===== config.mk =====
export PLATFORM = sky130hd
export DESIGN_NAME = alu_sequencer
export DESIGN_NICKNAME = d
export VERILOG_FILES = /design/src/rtl/alu_sequencer.sv
export SDC_FILE = /design/constraint.sdc
export NUM_CORES = 1
export LEC_CHECK = 0
export CAP_MARGIN = 20
export CORE_ASPECT_RATIO = 0.75
export CORE_MARGIN = 2
export CORE_UTILIZATION = 56
export DETAILED_ROUTE_END_ITERATION = 6
export DONT_BUFFER_PORTS = 1
export MAX_ROUTING_LAYER = met4
export PLACE_DENSITY = 0.8
export SLEW_MARGIN = 10
export SYNTH_ARGS = -nofsm -noshare
export SYNTH_HDL_FRONTEND = slang
export SYNTH_SLANG_ARGS = --single-unit
export TNS_END_PERCENT = 30

===== constraint.sdc =====
create_clock -name i_clock -period 6.05 [get_ports i_clock]
set_clock_uncertainty 0.2 [all_clocks]
set_input_delay 1.815 -clock i_clock [delete_from_list [all_inputs] [get_ports i_clock]]
set_output_delay 1.815 -clock i_clock [all_outputs]
set_load 0.03 [all_outputs]

===== src/rtl/alu_sequencer.sv =====
// Byte-stream front end for the ALU: gathers A, B and opcode from a serial
// receiver, latches the ALU result and hands it to a serial transmitter.
module alu_sequencer #(
  parameter int N_BITS         = 8,
  parameter int TIMEOUT_CYCLES = 1000000
) (
  input  logic              i_clock,
  input  logic              i_reset_n,
  input  logic [N_BITS-1:0] i_rx_data,
  input  logic              i_rx_valid,
  output logic [N_BITS-1:0] o_alu_a,
  output logic [N_BITS-1:0] o_alu_b,
  output logic [5:0]        o_alu_op,
  input  logic [N_BITS-1:0] i_alu_result,
  output logic [N_BITS-1:0] o_tx_data,
  output logic              o_tx_start,
  input  logic              i_tx_busy,
  input  logic              i_tx_done,
  output logic [N_BITS-1:0] o_result,
  output logic              o_error,
  output logic              o_timeout,
  output logic              o_overrun
);

  localparam int CNT_W = (TIMEOUT_CYCLES > 2) ? $clog2(TIMEOUT_CYCLES) : 1;
  localparam logic [CNT_W-1:0] CNT_MAX = CNT_W'(TIMEOUT_CYCLES - 1);

  typedef enum logic [2:0] {
    WAIT_A,
    WAIT_B,
    WAIT_OP,
    EXEC,
    SEND,
    WAIT_DONE
  } state_t;

  state_t            state_q, state_d;
  logic [N_BITS-1:0] aluA_q, aluA_d;
  logic [N_BITS-1:0] aluB_q, aluB_d;
  logic [5:0]        aluOp_q, aluOp_d;
  logic [N_BITS-1:0] txData_q, txData_d;
  logic [N_BITS-1:0] result_q, result_d;
  logic              txStart_q, txStart_d;
  logic              error_q, error_d;
  logic              timeout_q, timeout_d;
  logic              overrun_q, overrun_d;
  logic [CNT_W-1:0]  cnt_q, cnt_d;
  logic              opLegal;

  always_comb begin
    case (i_rx_data[5:0])
      6'b100000, 6'b100010, 6'b100100, 6'b100101,
      6'b100110, 6'b100111, 6'b000011, 6'b000010: opLegal = 1'b1;
      default:                                    opLegal = 1'b0;
    endcase
  end

  // The start pulse is decided one cycle ahead (from EXEC onward) so that it
  // is already visible while SEND is active; SEND leaves once it has been seen.
  always_comb begin
    state_d   = state_q;
    aluA_d    = aluA_q;
    aluB_d    = aluB_q;
    aluOp_d   = aluOp_q;
    txData_d  = txData_q;
    result_d  = result_q;
    txStart_d = 1'b0;
    error_d   = 1'b0;
    timeout_d = 1'b0;
    overrun_d = 1'b0;
    cnt_d     = '0;
    case (state_q)
      WAIT_A: begin
        if (i_rx_valid) begin
          aluA_d  = i_rx_data;
          state_d = WAIT_B;
        end
      end
      WAIT_B, WAIT_OP: begin
        if (i_rx_valid) begin
          if (state_q == WAIT_B) begin
            aluB_d  = i_rx_data;
            state_d = WAIT_OP;
          end else if (opLegal) begin
            aluOp_d = i_rx_data[5:0];
            state_d = EXEC;
          end else begin
            error_d = 1'b1;
            state_d = WAIT_A;
          end
        end else if (cnt_q == CNT_MAX) begin
          timeout_d = 1'b1;
          state_d   = WAIT_A;
        end else begin
          cnt_d = cnt_q + CNT_W'(1);
        end
      end
      EXEC: begin
        txData_d  = i_alu_result;
        result_d  = i_alu_result;
        txStart_d = ~i_tx_busy;
        state_d   = SEND;
      end
      SEND: begin
        if (txStart_q) state_d = WAIT_DONE;
        else           txStart_d = ~i_tx_busy;
      end
      WAIT_DONE: begin
        if (i_tx_done) state_d = WAIT_A;
      end
      default: state_d = WAIT_A;
    endcase
    if (i_rx_valid && (state_q == EXEC || state_q == SEND || state_q == WAIT_DONE))
      overrun_d = 1'b1;
  end

  always_ff @(posedge i_clock) begin
    if (!i_reset_n) begin
      state_q   <= WAIT_A;
      aluA_q    <= '0;
      aluB_q    <= '0;
      aluOp_q   <= '0;
      txData_q  <= '0;
      result_q  <= '0;
      txStart_q <= 1'b0;
      error_q   <= 1'b0;
      timeout_q <= 1'b0;
      overrun_q <= 1'b0;
      cnt_q     <= '0;
    end else begin
      state_q   <= state_d;
      aluA_q    <= aluA_d;
      aluB_q    <= aluB_d;
      aluOp_q   <= aluOp_d;
      txData_q  <= txData_d;
      result_q  <= result_d;
      txStart_q <= txStart_d;
      error_q   <= error_d;
      timeout_q <= timeout_d;
      overrun_q <= overrun_d;
      cnt_q     <= cnt_d;
    end
  end

  assign o_alu_a    = aluA_q;
  assign o_alu_b    = aluB_q;
  assign o_alu_op   = aluOp_q;
  assign o_tx_data  = txData_q;
  assign o_result   = result_q;
  assign o_tx_start = txStart_q;
  assign o_error    = error_q;
  assign o_timeout  = timeout_q;
  assign o_overrun  = overrun_q;

endmodule


**Word level (Yosys, flattened, before mapping)**

Index checks and enable logic that the tools add are counted.

- Flip-flop bits (word level): 57
- Output and inout port bits: 42
- Logic and storage cells: 61

- Add/sub/neg operators: 1
- Eq/ne operators: 18
- Multiplexer cells: 14
- Bitwise operators: 5
- Reductions and logical operators: 13

Operator list:

| operator | number |
|---|---|
| $eq 6x6->1 const B | 6 |
| $add 20x1->20 const B | 1 |
| $eq 20x20->1 const B | 1 |
| $mux 3 | 5 |
| $pmux 3 s5 | 1 |
| $eq 6x2->1 const B | 2 |
| $reduce_and 4->1 | 2 |
| $reduce_or 4->1 | 2 |
| $reduce_or 8->1 | 1 |
| $eq 3x2->1 const B | 2 |
| $eq 3x3->1 const B | 2 |
| $ne 2x2->1 const B | 3 |
| $mux 1 | 5 |
| $not 1->1 | 5 |
| $mux 2 | 2 |
| $eq 3x1->1 const B | 1 |
| $logic_not 3->1 | 1 |
| $ne 3x3->1 const B | 1 |
| $reduce_and 3->1 | 1 |
| $reduce_or 3->1 | 1 |
| $logic_or 1x1->1 | 2 |
| $pmux 1 s2 | 1 |
| $reduce_and 2->1 | 1 |
| $reduce_or 2->1 | 1 |
| $logic_and 1x1->1 | 1 |

**Longest topological paths before layout**

- Depth in word-level cells: 7
- Gate-level depth with buffers: 6

**Worst setup path after synthesis**

OpenSTA, ideal clock, no wires.

- Kind: input-to-reg
- Start point: input i_rx_valid
- End point: register aluOp_q[0] (netlist: o_alu_op[0])
- Setup time: 0.116 ns
- Arrival time: 2.947 ns
- Required time: 5.734 ns
- Slack: 2.787 ns
- Stages on the path: 6
- Buffers on the path: 1
- Cell sequence: nor3b_1 nand2_1 or4_1 clkbuf_1 mux2i_1 nor2b_1

- Longest elaborated chain between the ends: 1

Ends and longest elaborated chain:

| what | line | source |
|---|---|---|
| from (decl) | 10 | `input logic i_rx_valid,` |
| $reduce_and 4->1 (no line) | -- |  |
| to (signal assigned) | 134 | `aluOp_q <= aluOp_d;` |
| to (decl) | 40 | `logic [5:0] aluOp_q, aluOp_d;` |

Every way passes these cells.
A chain may end at the register's enable or synchronous reset.

**Worst setup path in the final report**

- Start point: input i_rx_valid
- End point: register aluOp_q[1] (netlist: o_alu_op[1])

Same word-level chain as after synthesis.

==> results.ini <==
[run_status]
outcome=finished, final reports clean

[cts]
cts-hold-fix-buffers=0
cts_tree=done
cts_setup_buffers=0
clk_path_buf_depth=2
postCtsResizedCells=0
htreeDepth=3
worstSkewPairLatency_ns=0.33
clkTransAtPathRegs_ns=0.06
cts_sinks=57
clockRootBuffer=clkbuf_8
cts_made_buffers=9

[grt]
grt_use_total_pct=20.1
grt_pass1_vias=1520
grt_overflow_total=0
grt_start_max_net_pins=40
grt_pass1_wl_um=7080
antenna_found_initial=0

[die]
fp.dieArea_um2=4920
coreArea_um2=4130
initial_core_util_pct=59.2
core.rowCount=20
die-height_um=61.2
die_w_um=80.3
boundaryPins=63

[drt]
postRouteAntennaNets=0
remaining_drc_errors=0
wire_per_inst_um=13.8
drt_iter0_drc=101
num_vias=1741
firstDrtPassIters=6
wl_um=4490
post_drt_via_cell_ratio=5.37

[yosys]
yosys.area_share.simple_pct=26.3
yosysMostFrequentCell=dfxtp_1
syn_area_um2=2450
syn_nets=296
synth.avg_cell_area_um2=8.93
yosys.cell_types.count=37
yosys.area.top_type=dfxtp_1
async_flop_share_pct=0
synth_mux_area_share_pct=5.73
syn_inst=274
ys_top_cells_by_count=dfxtp_1 (57), nand2_1 (42), nor2_1 (23)
seq_area_frac_synth_pct=46.6
synth_top_family_by_area=simple AND/OR/NAND/NOR gates
ys_seq_elements=57
yosysWarningCount=0
synthTopCellsByArea=dfxtp_1 (47%), nand2_1 (6.4%), mux2i_1 (5.7%)
synth-edff-count=0
synth-compound-area-share_pct=9.51
synth_top_area_share_pct=46.6
synthFlopType=dfxtp_1
yosys.area_share.adder_pct=0.512
synth_xor_area_share_pct=5.73

[setup_path]
r2r_setup_slack_ns=3.58
critPathKind=in -> reg
r2r_cells=5
worst-endpoint-arrival_ns=3.09
worst_ep_required_time_ns=6.07
crit_path_start_kind=input port
crit_fanout=6
r2r-start=cnt_q[0]
timing.rr.end=cnt_q[18]
endpoint_kind=register

[sta]
clock.fmax_mhz=326
worst_pin_slew_ns=0.967
setup_viol_count_final=0
setup_tns_ns=0
setup_slack_ns=2.98
rsz0062_at_grt=false
relSlewSlack_pct=35.1
hold_viol=0
timing.hold.ws_ns=0.290
min_period_ns=3.07
finalCritPeriodShare_pct=50.7
drv_slew=0

[cells_and_area]
area_growth_pct=6.65
drive_gt1_share_pct=7.06
fin_nets=286
diodes=0
post-route-util_pct=63.2

[placed_design]
io_buffers=0
dp_hpwl_um=3110
gp_congestion=0.745
place_ws_ns=2.65

[hold_path]
hold_start=cnt_q[0]
hold_path_depth=1
min_path_type=reg -> reg
holdPathEnd=cnt_q[0]

[pwr]
ir_drop_uv=189
powerDensity_nw_per_um2=333
p_leak_nw=0.923

[job]
drv_cap=0

-- layout make-up --
class,instances,area (µm²)
clock buffers,14,173
clock inverters,2,35.0
fillers,357,1520
inverters,6,22.5
multi-input cells,190,1170
flip-flops and latches,57,1140
well taps,55,68.8
-- sequential cells by signal, indices dropped and copies added, names as in the netlist --
signal      cells
o_error         1
o_alu_b         8
state_q         3
o_timeout       1
o_alu_op        6
o_result        8
o_overrun       1
o_tx_start      1
cnt_q          20
o_alu_a         8
-- placed cells by master (no fill, tap or decap), types with 2 or more instances in the layout --
| cell type | instances |
|---|---|
| dfxtp_1 | 57 |
| nand2_1 | 42 |
| nor2_1 | 23 |
| a21boi_0 | 17 |
| mux2i_1 | 14 |
| nor2b_1 | 12 |
| clkbuf_8 | 12 |
| xnor2_1 | 11 |
| nor3_1 | 8 |
| nand3_1 | 8 |
| a21oi_1 | 7 |
| or4_1 | 6 |
| inv_1 | 6 |
| xor2_1 | 5 |
| nand2b_1 | 4 |
| or3_1 | 4 |
| o21ai_0 | 4 |
| nor3b_1 | 3 |
| nand3b_1 | 3 |
| and3_1 | 3 |
| nand4_1 | 2 |
| o21ai_2 | 2 |
| clkbuf_1 | 2 |
-- report_power, final --
| part | switching (mW) | internal, mW |
|---|---|---|
| Clock | 0.142 | 0.224 |
| Combinational | 0.0386 | 0.0283 |
| Sequential | 0.0451 | 0.393 |
-- through the flow --
| stage | area [µm²] | power [mW] | cells |
|---|---|---|---|
| 2_1_floorplan | 2450 | 0.505 | 274 |
| 3_3_place_gp | 2400 | 0.511 | 308 |
| 3_5_place_dp | 2400 | 0.513 | 308 |
| 4_1_cts | 2610 | 0.878 | 324 |
| 5_1_grt | 2610 | 0.908 | 324 |
| 6_report | 2610 | 0.870 | 324 |
-- critical path: stages --
cell and delay, ns:
nor3b_1 0.30, nand2_1 0.13, or4_1 0.58, mux2i_1 0.20, nor2b_1 0.06
-- cells by family after synthesis --
kind of cell,count (synthesis)
buf+inv,27
simple gates,125
xor+xnor,16
compound gates,34
mux,14
flops,57
fa+ha+maj,1
-- worst max path at each step --
| stage | startpoint | to |
|---|---|---|
| floorplan | i_rx_valid | o_alu_op[0] |
| global placement | i_rx_valid | o_alu_op[2] |
| detailed placement | i_rx_valid | o_alu_op[0] |
| CTS | o_result[0] | o_tx_data[0] |
| global route | i_rx_valid | cnt_q[16] |
| finish | i_rx_valid | o_alu_op[1] |
-- layer usage --
layer,vias to the layer above,share of wire [%],GRT usage (%)
met4,0,1.0,7.26
met3,6,9.1,10.3
met1,783,49,25.6
met5,-,0,-
li1,897,-,-
met2,55,41,27.4
(Power assumes the default switching activity.)
